<file path="src/rtl/render_reset_sequencer_if.sv">
// render_reset_sequencer_if: framebuffer clear write port (valid/ready)
interface render_reset_sequencer_if #(
    parameter int FB_ADDR_W = 17,
    parameter int FB_DATA_W = 12
);
    logic                 fb_clr_valid;
    logic                 fb_clr_ready;
    logic [FB_ADDR_W-1:0] fb_clr_addr;
    logic [FB_DATA_W-1:0] fb_clr_data;

    modport master (output fb_clr_valid, output fb_clr_addr, output fb_clr_data, input fb_clr_ready);
    modport slave  (input fb_clr_valid, input fb_clr_addr, input fb_clr_data, output fb_clr_ready);
endinterface

</file>
<file path="src/rtl/render_reset_sequencer.sv">
// render_reset_sequencer: WIPE_ALL soft reset - drain, hold stage resets, clear framebuffer, staggered release
module render_reset_sequencer #(
    parameter int                   NUM_STAGES    = 4,
    parameter int                   HOLD_CYCLES   = 16,
    parameter int                   STAGE_GAP     = 4,
    parameter int                   DRAIN_TIMEOUT = 1024,
    parameter int                   FB_ADDR_W     = 17,
    parameter int                   FB_DEPTH      = 76800,
    parameter int                   FB_DATA_W     = 12,
    parameter logic [FB_DATA_W-1:0] CLEAR_VALUE   = '0
) (
    input  logic                  clk_render,
    input  logic                  rst_render_locked,
    input  logic                  soft_reset_req,
    input  logic                  pipe_idle,
    output logic [NUM_STAGES-1:0] stage_rst,
    output logic                  busy,
    output logic                  seq_done,
    output logic                  drain_timeout,
    render_reset_sequencer_if.master fb
);
    localparam int CNT_MAX = (DRAIN_TIMEOUT > HOLD_CYCLES) ?
                             ((DRAIN_TIMEOUT > STAGE_GAP) ? DRAIN_TIMEOUT : STAGE_GAP) :
                             ((HOLD_CYCLES > STAGE_GAP) ? HOLD_CYCLES : STAGE_GAP);
    localparam int CW = $clog2(CNT_MAX + 1);
    localparam int IW = (NUM_STAGES > 1) ? $clog2(NUM_STAGES) : 1;

    typedef enum logic [2:0] {IDLE, DRAIN, ASSERT, CLEAR, RELEASE, DONE} state_t;

    state_t                state, state_nxt;
    logic [CW-1:0]         cnt, cnt_nxt;
    logic [IW-1:0]         idx, idx_nxt;
    logic [FB_ADDR_W-1:0]  addr, addr_nxt;
    logic [NUM_STAGES-1:0] rst_nxt;
    logic                  to_nxt, pending, pend_nxt, req_q, req;

    assign req              = soft_reset_req & ~req_q;
    assign busy             = state != IDLE;
    assign seq_done         = state == DONE;
    assign fb.fb_clr_valid  = state == CLEAR;
    assign fb.fb_clr_addr   = addr;
    assign fb.fb_clr_data   = CLEAR_VALUE;

    // Reset lands in RELEASE with all stages held, so power-up gets the staggered release without a clear
    always_ff @(posedge clk_render or posedge rst_render_locked) begin
        if (rst_render_locked) begin
            state         <= RELEASE;
            cnt           <= '0;
            idx           <= IW'(NUM_STAGES - 1);
            addr          <= '0;
            stage_rst     <= '1;
            drain_timeout <= 1'b0;
            pending       <= 1'b0;
            req_q         <= 1'b0;
        end else begin
            state         <= state_nxt;
            cnt           <= cnt_nxt;
            idx           <= idx_nxt;
            addr          <= addr_nxt;
            stage_rst     <= rst_nxt;
            drain_timeout <= to_nxt;
            pending       <= pend_nxt;
            req_q         <= soft_reset_req;
        end
    end

    always_comb begin
        state_nxt = state;
        cnt_nxt   = cnt;
        idx_nxt   = idx;
        addr_nxt  = addr;
        rst_nxt   = stage_rst;
        to_nxt    = drain_timeout;
        pend_nxt  = pending | (req & (state != IDLE));
        case (state)
            IDLE: begin
                rst_nxt = '0;
                if (req) begin
                    state_nxt = DRAIN;
                    to_nxt    = 1'b0;
                    cnt_nxt   = '0;
                end
            end
            DRAIN: begin
                cnt_nxt = cnt + 1'b1;
                // idle wins over the timeout when both happen in the same cycle
                if (pipe_idle || cnt == CW'(DRAIN_TIMEOUT - 1)) begin
                    state_nxt = ASSERT;
                    cnt_nxt   = '0;
                    rst_nxt   = '1;
                    to_nxt    = drain_timeout | ~pipe_idle;
                end
            end
            ASSERT: begin
                cnt_nxt = cnt + 1'b1;
                if (cnt == CW'(HOLD_CYCLES - 1)) begin
                    state_nxt = CLEAR;
                    cnt_nxt   = '0;
                    addr_nxt  = '0;
                end
            end
            CLEAR: begin
                if (fb.fb_clr_ready) begin
                    addr_nxt = addr + 1'b1;
                    if (addr == FB_ADDR_W'(FB_DEPTH - 1)) begin
                        state_nxt = RELEASE;
                        addr_nxt  = addr;
                        cnt_nxt   = '0;
                        idx_nxt   = IW'(NUM_STAGES - 1);
                    end
                end
            end
            RELEASE: begin
                if (cnt == '0) rst_nxt[idx] = 1'b0;
                if (cnt == '0 && idx == '0) state_nxt = DONE;
                else if (cnt == CW'(STAGE_GAP - 1)) begin
                    cnt_nxt = '0;
                    idx_nxt = idx - 1'b1;
                end else cnt_nxt = cnt + 1'b1;
            end
            DONE: begin
                pend_nxt  = 1'b0;
                state_nxt = (pending | req) ? DRAIN : IDLE;
                if (pending | req) begin
                    to_nxt  = 1'b0;
                    cnt_nxt = '0;
                end
            end
            default: state_nxt = IDLE;
        endcase
    end
endmodule
</file>
<file path="src/flat_wrapper.sv">
// flat-port wrapper written by rule: the top's interface ports become plain ports
module render_reset_sequencer_flat 
#(
    parameter int                   NUM_STAGES    = 4,
    parameter int                   HOLD_CYCLES   = 16,
    parameter int                   STAGE_GAP     = 4,
    parameter int                   DRAIN_TIMEOUT = 1024,
    parameter int                   FB_ADDR_W     = 17,
    parameter int                   FB_DEPTH      = 76800,
    parameter int                   FB_DATA_W     = 12,
    parameter logic [FB_DATA_W-1:0] CLEAR_VALUE   = '0
)
  (clk_render, rst_render_locked, soft_reset_req, pipe_idle, stage_rst, busy, seq_done, drain_timeout, fb_fb_clr_valid, fb_fb_clr_addr, fb_fb_clr_data, fb_fb_clr_ready);
  render_reset_sequencer_if #(.FB_ADDR_W(FB_ADDR_W), .FB_DATA_W(FB_DATA_W)) fb_i ();
  input  logic clk_render;
  input  logic rst_render_locked;
  input  logic soft_reset_req;
  input  logic pipe_idle;
  output logic [NUM_STAGES-1:0] stage_rst;
  output logic busy;
  output logic seq_done;
  output logic drain_timeout;
  output wire logic [$bits(fb_i.fb_clr_valid)-1:0] fb_fb_clr_valid;
  output wire logic [$bits(fb_i.fb_clr_addr)-1:0] fb_fb_clr_addr;
  output wire logic [$bits(fb_i.fb_clr_data)-1:0] fb_fb_clr_data;
  input wire logic [$bits(fb_i.fb_clr_ready)-1:0] fb_fb_clr_ready;
  assign fb_fb_clr_valid = fb_i.fb_clr_valid;
  assign fb_fb_clr_addr = fb_i.fb_clr_addr;
  assign fb_fb_clr_data = fb_i.fb_clr_data;
  assign fb_i.fb_clr_ready = fb_fb_clr_ready;
  render_reset_sequencer #(.NUM_STAGES(NUM_STAGES), .HOLD_CYCLES(HOLD_CYCLES), .STAGE_GAP(STAGE_GAP), .DRAIN_TIMEOUT(DRAIN_TIMEOUT), .FB_ADDR_W(FB_ADDR_W), .FB_DEPTH(FB_DEPTH), .FB_DATA_W(FB_DATA_W), .CLEAR_VALUE(CLEAR_VALUE)) u_core (.clk_render(clk_render), .rst_render_locked(rst_render_locked), .soft_reset_req(soft_reset_req), .pipe_idle(pipe_idle), .stage_rst(stage_rst), .busy(busy), .seq_done(seq_done), .drain_timeout(drain_timeout), .fb(fb_i));
endmodule
</file>
<file path="config.mk">
export PLATFORM = sky130hd
export DESIGN_NAME = render_reset_sequencer_flat
export DESIGN_NICKNAME = d
export VERILOG_FILES = /design/src/rtl/render_reset_sequencer_if.sv /design/src/rtl/render_reset_sequencer.sv /design/src/flat_wrapper.sv
export SDC_FILE = /design/constraint.sdc
export NUM_CORES = 1
export LEC_CHECK = 0
export BUFFER_PORTS_ARGS = -buffer_cell sky130_fd_sc_hd__buf_2
export CAP_MARGIN = 10
export CORE_ASPECT_RATIO = 1.25
export CORE_UTILIZATION = 50
export CTS_CLUSTER_SIZE = 20
export DETAILED_ROUTE_END_ITERATION = 12
export PLACE_DENSITY = 0.82
export REMOVE_ABC_BUFFERS = 1
export SYNTH_ARGS = -nofsm -noshare
export SYNTH_HDL_FRONTEND = slang
export SYNTH_SLANG_ARGS = --single-unit
</file>
<file path="constraint.sdc">
create_clock -name clk_render -period 4.29 [get_ports clk_render]
set_input_delay 0 -clock clk_render [delete_from_list [all_inputs] [get_ports clk_render]]
set_output_delay 0 -clock clk_render [all_outputs]
set_load 0.005 [all_outputs]
</file>
== Yosys cells after proc, flatten, opt, wreduce, memory -nomap -nowiden ==
Cells that the tools add are included.

* Add/subtract/negate cells: 3
* Equal/unequal tests: 20
* Mux-type cells: 36
* $lt $le $gt $ge: 2
* Bitwise gates (word level): 9
* Reductions and logical operators: 18

{| class="wikitable"
|+ Operators by type and width
! cell !! number
|-
| $mux W11 || 8
|-
| $pmux W11 S6 || 1
|-
| $mux W17 || 3
|-
| $pmux W17 S2 || 1
|-
| $mux W3 || 6
|-
| $ne A2 B1 Y1 const B || 9
|-
| $pmux W3 S6 || 1
|-
| $add A17 B1 Y17 const B || 1
|-
| $eq A17 B17 Y1 const B || 1
|-
| $pmux W4 S3 || 1
|-
| $reduce_and A6 Y1 || 2
|-
| $add A11 B1 Y11 const B || 1
|-
| $eq A11 B10 Y1 const B || 1
|-
| $eq A11 B2 Y1 const B || 1
|-
| $eq A11 B4 Y1 const B || 1
|-
| $logic_not A11 Y1 || 1
|-
| $reduce_bool A3 Y1 || 3
|-
| $mux W2 || 4
|-
| $mux W4 || 2
|-
| $reduce_and A4 Y1 || 2
|-
| $eq A3 B2 Y1 const B || 2
|-
| $eq A3 B3 Y1 const B || 2
|-
| $mux W1 || 6
|-
| $reduce_bool A6 Y1 || 1
|-
| other kinds (20) || 27
|}

* Bits in registers: 40
* Word-level logic and storage cells: 96
* Bits of input ports: 5

== Depth between registers and ports, before layout ==
Gate-level depths: netlist of run 1.

* Word-level depth: 8
* Mapped depth: 9
* Gate-level depth less buffers: 7

== Least setup slack after synthesis of run 1 ==
Ideal clock, no wire load.

* Path type: register to register
* Start: register u_core.addr[14] (netlist: u_core.fb.fb_clr_addr[14])
* End: register u_core.cnt[5]
* Setup time: 126 ps
* Stages on the path, launching flop included: 7
* Setup slack: 1894 ps
* Arrival: 2270 ps
* Clock period less this slack: 2396 ps
* Cells stage by stage: dfrtp_1 or4b_4 nor4_4 a21oi_1 or3_1 buf_2 a221o_1

* Longest elaborated chain between the ends: 3

{| class="wikitable"
|+ RTL lines
! what !! RTL line !! RTL
|-
| from (decl) || render_reset_sequencer.sv:33 || <nowiki>logic [FB_ADDR_W-1:0] addr, addr_nxt;</nowiki>
|-
| from (signal assigned) || render_reset_sequencer.sv:59 || <nowiki>addr <= addr_nxt;</nowiki>
|-
| $eq A17 B17 Y1 || render_reset_sequencer.sv:105 || <nowiki>if (addr == FB_ADDR_W'(FB_DEPTH - 1)) begin</nowiki>
|-
| $ne A2 B1 Y1 (no source line) || -- ||
|-
| $reduce_and A6 Y1 (no source line) || -- ||
|-
| to (signal assigned) || render_reset_sequencer.sv:57 || <nowiki>cnt <= cnt_nxt;</nowiki>
|-
| to (decl) || render_reset_sequencer.sv:31 || <nowiki>logic [CW-1:0] cnt, cnt_nxt;</nowiki>
|}

No other way between the ends.
A chain may end at the register's enable or synchronous reset.

== Worst setup path in the final report of run 1 ==
* Start: register u_core.cnt[9]
* End: register u_core.cnt[10]

* Longest elaborated chain between the ends: 4

{| class="wikitable"
|+ RTL lines
! what !! RTL line !! RTL
|-
| $add A11 B1 Y11, or another cell as far along || render_reset_sequencer.sv:85, render_reset_sequencer.sv:95, render_reset_sequencer.sv:119 ||
|-
| $mux W11, or another cell as far along || render_reset_sequencer.sv:116 || <nowiki>else if (cnt == CW'(STAGE_GAP - 1)) begin</nowiki>
|-
| $mux W11, or another cell as far along || render_reset_sequencer.sv:115 || <nowiki>if (cnt == '0 && idx == '0) state_nxt = DONE;</nowiki>
|-
| $pmux W11 S6 / $reduce_and A6 Y1 (equally long branches) || -- ||
|}

Several ways; a longest one is shown, not always the timed one. The select of a mux whose other input is x is not followed.

==> results of run 1 <==
cell families (layout without fill, tap and decap cells):
family	count (synthesis)	in the layout	synth area share (%)
and+or+nand+nor	130	130	29.2
adders and majority gates	7	7	3.54
muxes	3	3	1.27
DFF	40	40	40.8
buffers and inverters	37	56	7.59
other	1	12	0.152
AOI/OAI and AO/OA	45	45	13.2
xor gates and xnor gates	12	12	4.25
cell type report:
| type | count | area (µm²) | share of cell area, % |
|---|---|---|---|
| Sequential cell | 40 | 1010 | 37.1 |
| Timing Repair Buffer | 33 | 180 | 6.63 |
| Inverter | 15 | 56.3 | 2.07 |
| Clock buffer | 7 | 76.3 | 2.81 |
| Multi-Input combinational cell | 209 | 1320 | 48.4 |
| Tap cell | 60 | 75.1 | 2.76 |
| Clock inverter | 1 | 5.00 | 0.184 |
path summary, 6_finish.rpt:
path                                                        endpoint  slack (ps)
worst max-delay path                      u_core.cnt[10]$_DFFE_PP0P_        1620
worst min-delay path                u_core.drain_timeout$_DFFE_PP0P_          20
worst max register to register            u_core.cnt[10]$_DFFE_PP0P_        1620
worst min register to register       u_core.stage_rst[3]$_DFFE_PP1P_         480
max in group asynchronous            u_core.stage_rst[3]$_DFFE_PP1P_        3560
min in group asynchronous       u_core.fb.fb_clr_addr[3]$_DFFE_PP0P_         360
cells in the mapped netlist, types with 2 or more instances:
cell | n | area share [%]
a2111oi_0 | 2 | 0.71
a21oi_1 | 7 | 1.4
a221o_1 | 8 | 3.2
a31oi_1 | 4 | 1.0
and2_1 | 5 | 1.3
and3_1 | 10 | 2.5
and4_1 | 5 | 1.8
buf_2 | 3 | 0.61
buf_4 | 12 | 3.6
clkbuf_1 | 7 | 1.1
dfrtp_1 | 33 | 33
dfstp_2 | 7 | 7.4
ha_1 | 7 | 3.5
inv_1 | 15 | 2.3
mux2i_1 | 2 | 0.81
nand2_1 | 19 | 2.9
nand2b_1 | 5 | 1.3
nand3_1 | 10 | 2.0
nand4_1 | 16 | 4.0
nor2_1 | 31 | 4.7
nor2b_1 | 3 | 0.76
nor3_1 | 7 | 1.4
nor4_1 | 2 | 0.51
nor4b_1 | 2 | 0.71
o21ai_0 | 13 | 2.6
o32ai_1 | 2 | 0.71
or2_2 | 2 | 0.51
or3_1 | 4 | 1.0
xor2_1 | 11 | 3.9
registers in the layout (all words and copies together), names as in the netlist:
name,count
u_core.pending,1
u_core.req_q,1
u_core.fb.fb_clr_addr,17
u_core.stage_rst,4
u_core.idx,2
u_core.cnt,11
u_core.state,3
u_core.drain_timeout,1
timing repair:
action	in CTS	in global routing
hold buffers	2	0
setup buffers	0	0
endpoints found under the setup margin	0	0
endpoints found under the hold margin	34	0
worst max-delay path, cell delays in order, from the launching register on:
cell and delay [ps]:
dfrtp_1 430, nor4_1 880, a41o_1 300, o211ai_2 190, nor4b_1 220, buf_4 190, a221o_1 330
metal layers:
| layer | part of all wire, % | track usage [%] |
|---|---|---|
| met1 | 43 | 24.7 |
| met2 | 53 | 40.2 |
| met5 | 0 | 0 |
| met4 | 1.4 | 6.67 |
| met3 | 3.2 | 3.41 |
cells in the final DEF, fill, tap and decap left out, types with 8 or more instances in the layout:
cell,n
and3_1,10
buf_2,29
nand3_1,10
inv_1,15
o21ai_0,13
a221o_1,8
conb_1,12
nor2_1,31
xor2_1,11
nand2_1,19
dfrtp_1,33
nand4_1,16
per-stage QoR:
stage	power, µW	util, %
2_1_floorplan	728	-
3_3_place_gp	842	55.3
3_5_place_dp	849	55.3
4_1_cts	1090	57.5
5_1_grt	1160	57.5
6_report	1090	57.5
power by group through the flow:
| stage | clock network, µW | registers, µW | logic (µW) |
|---|---|---|---|
| after floorplan | 0 | 526 | 202 |
| after global placement | 0 | 532 | 310 |
| after detailed placement | 0 | 533 | 316 |
| final | 244 | 527 | 320 |
| after global routing | 261 | 539 | 356 |
| after CTS | 248 | 526 | 320 |
==> metrics.yaml, run 1 <==
status:
  status: "finished, final reports clean"
pwr:
  p_comb_share_pct: 29.3
  peakVddDrop_mv: 0.205
  p_seq_share_pct: 48.3
  power.density_mw_per_mm2: 401
  swShare_pct: 35.6
  p_clk_share_pct: 22.4
  p_sw_uw: 388
  leakage_uw: 0.00133
  internal_power_uw: 703
drt:
  firstDrtPassIters: 4
  viasPerCell: 5.83
  wl_um: 5260
  ant_nets: 0
  drc: 0
  dr.first_iter.drc_count: 196
  vias: 2127
  detail_route.wl_per_cell_um: 14.4
grt:
  overflow: 0
  antenna_found_initial: 0
  first_global_vias: 1925
  grt_max_degree: 41
  track_usage_pct: 21.6
  grt_pass1_wl_um: 8720
layout:
  syn2layout_area_growth_pct: 9.97
  drive_gt1_share_pct: 16.7
  finalNonFillerCells: 365
  diodes: 0
  nets: 316
  design_area_mm2: 0.00272
  fillers: 446
placed_design:
  gp_congestion: 0.847
  dp_hpwl_um: 3780
  placedCellCount: 355
  pre_cts_ws_ps: 1680
  io_buffers: 29
  placed_area_mm2: 0.00262
yosys:
  synth_area_mm2: 0.00247
  yosys_warnings: 0
  synth-edff-count: 0
  syn_area_per_cell_um2: 8.99
  synth_ff_type: "dfrtp_1"
  postSynthCellCount: 275
  yosysSeqAreaShare_pct: 40.8
  ys_ff_latch: 40
  synth.distinct_cells: 50
  synth-async-reset-ratio_pct: 100
sta:
  slew_violations: 0
  max_freq_mhz: 375
  setup_viol: 0
  tightest_slew_ps: 1010
  fin_crit_sh_pct: 62.2
  rsz0062_at_grt: "no"
  clock_skew_ps: 7.51
  hold_ws_ps: 21.3
  slew_headroom_pct: 32.0
  tns_ps: 0
  setup_ws_ps: 1620
  finalHoldViolCount: 0
  period_needed_ps: 2670
worst_setup_path:
  crit_fanout: 11
  rr_worst_depth: 6
  cp.arrival_ps: 2840
  path_class: "reg2reg"
  cp_data_required_time_ps: 4470
  worstSetupEndpointType: "flop"
  worstReg2RegStart: "u_core.cnt[9]$_DFFE_PP0P_"
  crit_start: "u_core.cnt[9]$_DFFE_PP0P_"
  start_kind: "flop"
floorplan:
  core_mm2: 0.00473
  row_count: 28
  initial_core_util_pct: 52.3
  die_y_um: 80.6
  die_x_um: 64.9
  die_area_mm2: 0.00523
  ioPinCount: 42
cts:
  cts_buffers: 5
  clkTransAtPathRegs_ps: 80
  cts_sinks: 40
  clockRootBuffer: "clkbuf_8"
  cts_tree: "done"
  ctsResizeCount: 0
  clock_path_buffers: 2
  clk_latency_ps: 300
  htreeDepth: 2
worst_hold_path:
  min_delay_path_depth: 4
  worstHoldStart: "pipe_idle"
  hold_class: "in2reg"
run:
  cap_violations: 0
(Power assumes the default switching activity.)
==> run 2, diff against run 1 <==
- ABC_AREA: default -> 1
- PLACE_DENSITY: 0.82 -> 0.81
- clock period: 4.29 -> 2.6 ns (I/O delays scaled with it)
==> metrics.yaml, run 2 <==
worst_setup_path:
  rr_worst_depth: 11  # was 6
  path_class: "reg2reg"  # unchanged
  cp.arrival_ps: 2210  # was 2840 ps
  crit_fanout: 32  # was 11
  worstSetupEndpointType: "flop"  # unchanged
  start_kind: "flop"  # unchanged
  cp_data_required_time_ps: 2830  # was 4470 ps
placed_design:
  dp_hpwl_um: 5100  # was 3780 µm
  placedCellCount: 524  # was 355
  io_buffers: 29  # unchanged
  gp_congestion: 0.969  # was 0.847
sta:
  rsz0062_at_grt: "no"  # unchanged
  slew_headroom_pct: 65.8  # was 32.0%
  slew_violations: 0  # unchanged
  setup_viol: 0  # unchanged
  max_freq_mhz: 505  # was 375 MHz
  tightest_slew_ps: 514  # was 1010 ps
  clock_skew_ps: 10.8  # was 7.51 ps
  fin_crit_sh_pct: 76.1  # was 62.2%
  period_needed_ps: 1980  # was 2670 ps
  tns_ps: 0  # unchanged
  finalHoldViolCount: 0  # unchanged
cts:
  clkTransAtPathRegs_ps: 80  # about the same
  clock_path_buffers: 2  # unchanged
  ctsResizeCount: 0  # unchanged
  cts_setup_buffers: 0  # unchanged
  clk_latency_ps: 300  # about the same
  cts_buffers: 5  # unchanged
  cts_sinks: 40  # unchanged
  postCtsHoldBufs: 3  # was 2
  cts_tree: "done"  # unchanged
  htreeDepth: 2  # unchanged
  clockRootBuffer: "clkbuf_8"  # unchanged
yosys:
  synth_top_cells_by_count: "nand2_1, nor2_1, nand3_1"  # was dfrtp_1, nor2_1, nand2_1
  ys_ff_latch: 40  # unchanged
  yosys_warnings: 0  # unchanged
  yosysMostFrequentCell: "nand2_1"  # was dfrtp_1
  postSynthCellCount: 436  # was 275
  synth.distinct_cells: 34  # was 50
  synth-async-reset-ratio_pct: 100  # unchanged
  yosysSeqAreaShare_pct: 33.3  # was 40.8%
  synth_top_area_cell: "dfrtp_1"  # unchanged
  synth_area_mm2: 0.00303  # was 0.00247 mm²
  synth-edff-count: 0  # unchanged
  synth_area_leaders: "dfrtp_1, nand2_1, nand3_1"  # was dfrtp_1, dfstp_2, nor2_1
  yosysTopAreaCellShare_pct: 27.2  # was 33.4%
  syn_area_per_cell_um2: 6.96  # was 8.99 µm²
  synth_ff_type: "dfrtp_1"  # unchanged
grt:
  overflow: 0  # unchanged
  first_global_vias: 2740  # was 1925
  track_usage_pct: 23.1  # was 21.6%
  grt_max_degree: 41  # unchanged
  antenna_found_initial: 0  # unchanged
  grt_pass1_wl_um: 11600  # was 8720 µm
layout:
  diodes: 0  # unchanged
  largest_reg_flops: 17  # unchanged
  syn2layout_area_growth_pct: 8.82  # was 9.97%
  nets: 480  # was 316
  finalNonFillerCells: 535  # was 365
  drive_gt1_share_pct: 22.2  # was 16.7%
  fillers: 543  # was 446
  final_common_cell: "nand2_1"  # was dfrtp_1
  fin_util_pct: 56.8  # was 57.5%
  final_cell_mix: "nand2_1, nor2_1, nand3_1"  # was dfrtp_1, nor2_1, buf_2
floorplan:
  die_y_um: 89.1  # was 80.6 µm
  die_area_mm2: 0.00639  # was 0.00523 mm²
  ioPinCount: 42  # unchanged
  die_x_um: 71.7  # was 64.9 µm
  core_mm2: 0.00582  # was 0.00473 mm²
  row_count: 31  # was 28
  initial_core_util_pct: 52.2  # was 52.3%
drt:
  viasPerCell: 5.24  # was 5.83
  dr.first_iter.drc_count: 156  # was 196
  drc: 0  # unchanged
  vias: 2804  # was 2127
  ant_nets: 0  # unchanged
  firstDrtPassIters: 5  # was 4
  detail_route.wl_per_cell_um: 12.7  # was 14.4 µm
  wl_um: 6770  # was 5260 µm
run:
  cap_violations: 0  # unchanged
pwr:
  peakVddDrop_mv: 0.534  # was 0.205 mV
  total_power_uw: 2830  # was 1090 µW
  leakage_uw: 0.00166  # was 0.00133 µW
  power.density_mw_per_mm2: 856  # was 401 mW/mm²
status:
  status: "finished, final reports clean"  # unchanged
worst_hold_path:
  min_delay_path_depth: 6  # was 4
  hold_class: "in2reg"  # unchanged
-- run 2: logic make-up after synthesis --
family	Yosys count	share of synthesized area [%]
compound gates	49	10.3
buf+inv	71	11.5
flops	40	33.3
fa+ha+maj	7	2.89
simple gates	261	39.9
xor+xnor	7	2.02
other cells	1	0.124
-- run 2: worst paths after layout --
kind                                                 startpoint                                    end  slack (ps)
min                                             fb_fb_clr_ready            u_core.state[1]$_DFFE_PP0P_         240
max                        u_core.fb.fb_clr_addr[0]$_DFFE_PP0P_  u_core.fb.fb_clr_addr[10]$_DFFE_PP0P_         620
max in group asynchronous                     rst_render_locked            u_core.state[2]$_DFFE_PP1P_        1860
min reg2reg                    u_core.drain_timeout$_DFFE_PP0P_       u_core.drain_timeout$_DFFE_PP0P_         470
max reg2reg                u_core.fb.fb_clr_addr[0]$_DFFE_PP0P_  u_core.fb.fb_clr_addr[10]$_DFFE_PP0P_         620
min in group asynchronous                     rst_render_locked  u_core.fb.fb_clr_addr[10]$_DFFE_PP0P_         370
-- run 2: metrics by stage --
| stage | setup slack, ps | area (µm²) | hold WS, ps |
|---|---|---|---|
| 3_5_place_dp | 638 | 3160 | 126 |
| 2_1_floorplan | 837 | 2920 | 31.4 |
| 6_report | 621 | 3300 | 238 |
| 5_1_grt | 372 | 3300 | 261 |
| 3_3_place_gp | 724 | 3160 | 125 |
| 4_1_cts | 614 | 3300 | 234 |
-- run 2: final cells by class --
class                      instances  area [µm²]  share of cell area (%)
multi-input combinational        336        1720                    52.0
sequential                        40        1010                    30.6
inverter                          51         195                    5.91
timing repair buffer              34         190                    5.76
tap                               66        82.6                    2.50
clock buffer                       6        72.6                    2.20
clock inverter                     2        35.0                    1.06
-- run 2: power by group --
part           total, µW  internal, µW  switching (µW)
clock                500           285             215
combinational       1380           390             991
sequential           945           773             172
total               2830          1450            1380
-- run 2: critical path: stages, from the launching register on --
cell      delay (ps)
dfrtp_1          420
ha_1             230
nand2_1           90
nor2_2           150
nand2_1           90
clkinv_2          80
nand2_2           70
nand2_4          100
nand2_2           90
nand2_4          370
nand2_1          140
o21ai_2           70
-- run 2: per-layer routing --
metal	part of all wire [%]	wire length [µm]	vias up	global-route usage (%)
met2	53	3590	64	44.7
met3	3.3	226	15	3.38
met4	2.1	142	0	10.9
met1	41	2810	1295	24.7
met5	0	0	-	0
li1	-	-	1430	-
